`config.mk`:
```
export PLATFORM = sky130hd
export DESIGN_NAME = seven_seg_scan_ctrl
export DESIGN_NICKNAME = d
export VERILOG_FILES = /design/src/rtl/seven_seg_pkg.sv /design/src/rtl/SevenSegDisp_Dec.sv /design/src/rtl/scan_tick_gen.sv /design/src/rtl/seven_seg_scan_ctrl.sv
export SDC_FILE = /design/constraint.sdc
export NUM_CORES = 1
export LEC_CHECK = 0
export CAP_MARGIN = 0
export CORE_UTILIZATION = 52
export CTS_BUF_LIST = sky130_fd_sc_hd__clkbuf_8
export DETAILED_ROUTE_END_ITERATION = 6
export PLACE_DENSITY = 0.78
export RECOVER_POWER = 25
export SLEW_MARGIN = 20
export SYNTH_ARGS = -nofsm -noshare
export SYNTH_HDL_FRONTEND = slang
export SYNTH_SLANG_ARGS = --single-unit
```
`constraint.sdc`:
```
create_clock -name Clk -period 2 [get_ports Clk]
set_input_delay 0.4 -clock Clk [delete_from_list [all_inputs] [get_ports Clk]]
set_output_delay 0.4 -clock Clk [all_outputs]
set_load 0.05 [all_outputs]
```
`src/rtl/seven_seg_pkg.sv`:
```
// Shared constants, types and helpers for the seven-segment scan controller.
// Constants and functions only; no timing or flow control of its own.
package seven_seg_pkg;

    localparam int         MAX_DIGITS = 8;
    localparam logic [6:0] SEG_OFF_C  = 7'b1111111;

    // One hex digit; the display word is a packed array of these, digit 0 lowest.
    typedef logic [3:0] nibble_t;

    function automatic logic [MAX_DIGITS-1:0] an_all_off();
        return '1;
    endfunction

endpackage

```
`src/rtl/SevenSegDisp_Dec.sv`:
```
// Hex nibble to common-anode segment pattern, seg[6:0] = {g,f,e,d,c,b,a}, active-low.
// Purely combinational, zero latency, no backpressure.
module SevenSegDisp_Dec (
    input  logic [3:0] hex,
    output logic [6:0] seg
);

    always_comb begin
        case (hex)
            4'h0:    seg = 7'b1000000;
            4'h1:    seg = 7'b1111001;
            4'h2:    seg = 7'b0100100;
            4'h3:    seg = 7'b0110000;
            4'h4:    seg = 7'b0011001;
            4'h5:    seg = 7'b0010010;
            4'h6:    seg = 7'b0000010;
            4'h7:    seg = 7'b1111000;
            4'h8:    seg = 7'b0000000;
            4'h9:    seg = 7'b0010000;
            4'hA:    seg = 7'b0001000;
            4'hB:    seg = 7'b0000011;
            4'hC:    seg = 7'b1000110;
            4'hD:    seg = 7'b0100001;
            4'hE:    seg = 7'b0000110;
            default: seg = 7'b0001110;
        endcase
    end

endmodule

```
`src/rtl/scan_tick_gen.sv`:
```
// Digit-slot counter: tick on the last cycle of a slot, in_guard for the first GUARD cycles.
// Outputs are combinational from the counter register; free-running, no backpressure.
module scan_tick_gen #(
    parameter int REFRESH_DIV = 50000,
    parameter int GUARD       = 2
) (
    input  logic Clk,
    input  logic Rst_n,
    output logic tick,
    output logic in_guard
);

    localparam int CNT_W = (REFRESH_DIV > 1) ? $clog2(REFRESH_DIV) : 1;

    logic [CNT_W-1:0] cnt;

    assign tick     = (cnt == CNT_W'(REFRESH_DIV - 1));
    assign in_guard = (cnt < CNT_W'(GUARD));

    always_ff @(posedge Clk) begin
        if (!Rst_n) begin
            cnt <= '0;
        end else if (tick) begin
            cnt <= '0;
        end else begin
            cnt <= cnt + CNT_W'(1);
        end
    end

endmodule

```
`src/rtl/seven_seg_scan_ctrl.sv`:
```
// Multiplexed 7-seg scanner with double-buffered data committed at frame boundaries; SEVEN_SEG_LZB_EN adds leading-zero blanking.
// Pin outputs lag the scan state by one cycle; Load is always accepted (last write before a commit wins).
module seven_seg_scan_ctrl
    import seven_seg_pkg::*;
#(
    parameter int         NUM_DIGITS  = 4,
    parameter int         REFRESH_DIV = 50000,
    parameter int         GUARD       = 2,
    parameter logic [6:0] SEG_OFF     = SEG_OFF_C
) (
    input  logic                    Clk,
    input  logic                    Rst_n,
    input  logic                    Load,
    input  logic [4*NUM_DIGITS-1:0] Data_in,
    input  logic [NUM_DIGITS-1:0]   Dp_in,
    output logic [6:0]              Seg_out,
    output logic                    Dp_out,
    output logic [NUM_DIGITS-1:0]   An_out,
    output logic                    Frame_done
);

    localparam int                    IDX_W  = $clog2(NUM_DIGITS);
    localparam logic [NUM_DIGITS-1:0] AN_OFF = NUM_DIGITS'(an_all_off());

    nibble_t [NUM_DIGITS-1:0] active_dat;
    nibble_t [NUM_DIGITS-1:0] pend_dat;
    logic    [NUM_DIGITS-1:0] active_dp;
    logic    [NUM_DIGITS-1:0] pend_dp;
    logic    [NUM_DIGITS-1:0] blank;
    logic                     pend;
    logic    [IDX_W-1:0]      idx;
    logic                     tick;
    logic                     in_guard;
    logic                     last_digit;
    logic                     frame_bnd;
    logic    [6:0]            dec_seg;

    scan_tick_gen #(
        .REFRESH_DIV (REFRESH_DIV),
        .GUARD       (GUARD)
    ) u_tick (
        .Clk      (Clk),
        .Rst_n    (Rst_n),
        .tick     (tick),
        .in_guard (in_guard)
    );

    SevenSegDisp_Dec u_dec (
        .hex (active_dat[idx]),
        .seg (dec_seg)
    );

    assign last_digit = (idx == IDX_W'(NUM_DIGITS - 1));
    assign frame_bnd  = tick && last_digit;
    // A Load landing on the boundary bypasses the pending buffer, so it also counts as a commit.
    assign Frame_done = Rst_n && frame_bnd && (pend || Load);

`ifdef SEVEN_SEG_LZB_EN
    logic zero_run;

    always_comb begin
        blank    = '0;
        zero_run = 1'b1;
        for (int k = NUM_DIGITS - 1; k > 0; k--) begin
            zero_run = zero_run && (active_dat[k] == 4'h0);
            blank[k] = zero_run && !active_dp[k];
        end
    end
`else
    assign blank = '0;
`endif

    always_ff @(posedge Clk) begin
        if (!Rst_n) begin
            idx        <= '0;
            active_dat <= '0;
            active_dp  <= '0;
            pend_dat   <= '0;
            pend_dp    <= '0;
            pend       <= 1'b0;
            An_out     <= AN_OFF;
            Seg_out    <= SEG_OFF;
            Dp_out     <= 1'b1;
        end else begin
            if (tick) begin
                idx <= last_digit ? '0 : idx + IDX_W'(1);
            end

            if (frame_bnd && Load) begin
                active_dat <= Data_in;
                active_dp  <= Dp_in;
                pend       <= 1'b0;
            end else if (frame_bnd && pend) begin
                active_dat <= pend_dat;
                active_dp  <= pend_dp;
                pend       <= 1'b0;
            end else if (Load) begin
                pend_dat <= Data_in;
                pend_dp  <= Dp_in;
                pend     <= 1'b1;
            end

            if (in_guard || blank[idx]) begin
                An_out  <= AN_OFF;
                Seg_out <= SEG_OFF;
                Dp_out  <= 1'b1;
            end else begin
                An_out  <= ~(NUM_DIGITS'(1) << idx);
                Seg_out <= dec_seg;
                Dp_out  <= ~active_dp[idx];
            end
        end
    end

endmodule

```
==> run_results.csv <==
group,metric,value,unit
status,status,"complete, but fails checks",
status,violations,"negative setup slack",
floorplanning,start_util,0.539,
flow_run,cap_violations,0,
logic_synthesis,synth_top_family_by_area,"simple AND/OR/NAND/NOR gates",
route,firstDrtPassIters,5,
power,p_leak,1.55,nW
global_route,grt_usage,0.231,
global_route,grt_max_degree,25,
logic_synthesis,synth_nets,368,
logic_synthesis,ys_types,45,
placement,place_congestion,0.816,
cts,cts_buffers,9,
power,p_int,2.05,mW
cts,h-tree-depth,3,
timing,period_share,1.03,
global_route,antenna_found_initial,0,
critical_path,end_kind,"output port",
finish,final_cell_area,3950,µm²
timing,slew_headroom,0.635,
timing,maxSlewViolCount,0,
route,vias,2539,
logic_synthesis,synth_compound_area_frac,0.120,
logic_synthesis,yosysMostFrequentCell,"dfxtp_1",
route,routed_wl,6550,µm
logic_synthesis,ys.flop_type,"dfxtp_1",
cts,cts_tree,"built",
floorplanning,std_cell_rows,28,
logic_synthesis,ys_ff_latch,71,
route,antenna_left,0,
logic_synthesis,synthTopCellsByArea,"dfxtp_1 45%, mux2i_1 8.2%, nor2_1 5.1%",
logic_synthesis,synth_top_area_cell,"dfxtp_1",
route,drt_iter0_markers,123,
logic_synthesis,ys_warn_count,0,
timing,final.min_clock_period,2.07,ns
floorplanning,core_area,5920,µm²
global_route,grt_pass1_vias,2388,
power,vdd_drop_max,468,µV
min_path,min_path_type,"register to register",
floorplanning,die_area,6460,µm²
placement,io_buffers,35,
power,powerDensity,702,nW/µm²
timing,hold_viol_final,0,
finish,area_growth,23.6,%
finish,nets,421,
finish,n_antenna_cell,0,
logic_synthesis,synth_xor_area_frac,0.0439,
floorplanning,dieHeight,80.4,µm
placement,dpl.hpwl,4440,µm
global_route,grt_pass1_wl,11100,µm
timing,tightest_slew,0.547,ns
route,post-route-drc-count,0,
critical_path,reg2regPathDepth,6,
power,pwr-share-clk,0.371,
logic_synthesis,yosys.area_share.simple,0.176,
timing,fmax,0.483,GHz
cts,clk-insertion-delay-late,0.35,ns
critical_path,worst-path-max-fanout,2,
power,p_switching,717,µW
placement,dpl_cell_area,3680,µm²
min_path,holdPathStages,1,
logic_synthesis,synth_mux_area_frac,0.130,
timing,worst_slack,-0.0683,ns
floorplanning,die-width,80.4,µm
timing,holdWs,0.440,ns
critical_path,start_kind,"register",
logic_synthesis,syn-instance-count,334,
cts,ctsHoldBuffers,0,
cts,clk_pin_slew,0.08,ns
cts,root_buffer,"clkbuf_8",
critical_path,crit_type,"register to output port",
logic_synthesis,synth_fa_ha_area_frac,0.0431,
logic_synthesis,syn_avg_cell_area,9.56,µm²
power,p_sw_frac,0.259,
critical_path,cp_data_arrival_time,1.67,ns
power,combPwrFrac,0.096,
power,seqPwrFrac,0.533,
timing,clock_skew,0.00763,ns
logic_synthesis,synth_top_area_share,0.445,
global_route,gr-total-overflow,0,
critical_path,worst_ep_required_time,1.60,ns
timing,rsz0062_at_grt,"yes",
cts,cts.path.max_buffers,2,
finish,fillers,472,
timing,finalSetupViolCount,1,
finish,drive_above_1_share,0.179,
logic_synthesis,synth_commonest_cells,"71 x dfxtp_1, 43 x nor2_1, 40 x nand2_1",
cts,clkSinkCount,71,
route,wire_per_inst,14.0,µm
logic_synthesis,synth_area,3190,µm²
route,via_per_inst,5.44,
logic_synthesis,synthArstFlopShare,0,
floorplanning,io_pins,36,
logic_synthesis,ys_seq_area_frac,0.445,
logic_synthesis,synth-edff-count,0,
logic make-up (layout without fill, tap and decap cells):
logic type | count (synthesis) | in the layout
DFF | 71 | 71
adders and majority gates | 11 | 11
muxes | 35 | 35
AOI/OAI and AO/OA | 58 | 58
and+or+nand+nor | 118 | 118
buffers and inverters | 25 | 83
xor gates and xnor gates | 16 | 16
cell usage in the layout, fill, tap and decap left out, drive strengths merged:
| cell type | synthesis | routed |
|---|---|---|
| ha | 11 | 11 |
| nor4 | 3 | 3 |
| a211oi | 2 | 2 |
| dlygate4sd3 | 0 | 1 |
| inv | 6 | 6 |
| or3b | 1 | 1 |
| nand4 | 4 | 4 |
| and2 | 1 | 1 |
| a31oi | 1 | 1 |
| a22oi | 20 | 20 |
| clkinvlp | 0 | 2 |
| mux2i | 27 | 27 |
| buf | 11 | 22 |
| nand3 | 9 | 9 |
| clkbuf | 8 | 15 |
| o31a | 1 | 1 |
| a21oi | 5 | 5 |
| nor2b | 2 | 2 |
| o21ai | 24 | 24 |
| nor3 | 5 | 5 |
| o211a | 1 | 1 |
| xor2 | 8 | 8 |
| clkinv | 0 | 4 |
| nor2 | 44 | 44 |
| xnor2 | 8 | 8 |
| mux2 | 5 | 5 |
| and3 | 5 | 5 |
| and4 | 2 | 2 |
| mux4 | 3 | 3 |
| or3 | 1 | 1 |
| nand2b | 1 | 1 |
| nand2 | 40 | 40 |
| clkdlybuf4s50 | 0 | 33 |
| dfxtp | 71 | 71 |
| o221ai | 2 | 2 |
| o311ai | 2 | 2 |
final cells by class:
cell class	count	area, µm²	share of cell area
multi-input cells	238	1670	0.423
flip-flops and latches	71	1430	0.363
repair buffers	61	553	0.140
clock buffers	10	138	0.0349
well taps	75	93.8	0.0238
clock inverters	6	37.5	0.00951
inverters	6	25.0	0.00634
worst paths after layout:
path / from / to / slack (ns)
worst max register to register: idx[0] / Seg_out[0] / 0.08
worst min-delay path: u_tick.cnt[0] / u_tick.cnt[0] / 0.44
worst min register to register: u_tick.cnt[0] / u_tick.cnt[0] / 0.44
worst max-delay path: u_tick.cnt[1] / Frame_done / -0.07
what timing repair did:
action / CTS / global route
pin swaps: 6 / 1
gates resized for setup: 15 / 6
endpoints found under the hold margin: 0 / 0
setup buffers: 6 / 2
setup endpoints to repair: 6 / 4
through the flow:
stage               cells  power (mW)  utilization  setup WS, ns  TNS (ns)
floorplan             334        1.66            -        0.0295         0
global placement      443        1.77        0.622        0.0358         0
detailed placement    443        1.77        0.622      -0.00151  -0.00151
CTS                   465        2.79        0.669        -0.104    -0.104
global route          467        2.87        0.667        -0.136    -0.683
finish                467        2.77        0.667       -0.0683   -0.0683
critical path: stages, from the launching register on:
cell and delay [ns]:
dfxtp_2 0.36, ha_4 0.14, and3_4 0.18, nand4_4 0.10
nor2_4 0.15, nand3_2 0.11, nor2_4 0.13, buf_12 0.14
per-layer routing:
layer  GRT usage  up-vias  part of all wire
met5           0        -                 0
met4       0.120        0             0.020
met3      0.0477       12             0.033
met2       0.365       52              0.47
met1       0.294     1198              0.47
li1            -     1277                 -
flip-flops by register name, indices dropped and copies added, names as in the netlist:
name / flops
pend_dp: 4
pend_dat: 16
Seg_out: 7
An_out: 4
u_tick.cnt: 16
active_dp: 4
Dp_out: 1
idx: 2
active_dat: 16
pend: 1
power groups by stage:
stage / Sequential (mW) / Clock (mW) / Combinational, mW
after floorplan: 1.55 / 0 / 0.113
after global placement: 1.51 / 0 / 0.261
after detailed placement: 1.51 / 0 / 0.265
after CTS: 1.48 / 1.04 / 0.273
after global routing: 1.48 / 1.10 / 0.292
final: 1.48 / 1.03 / 0.267
Power figures use the tool's default switching activity.
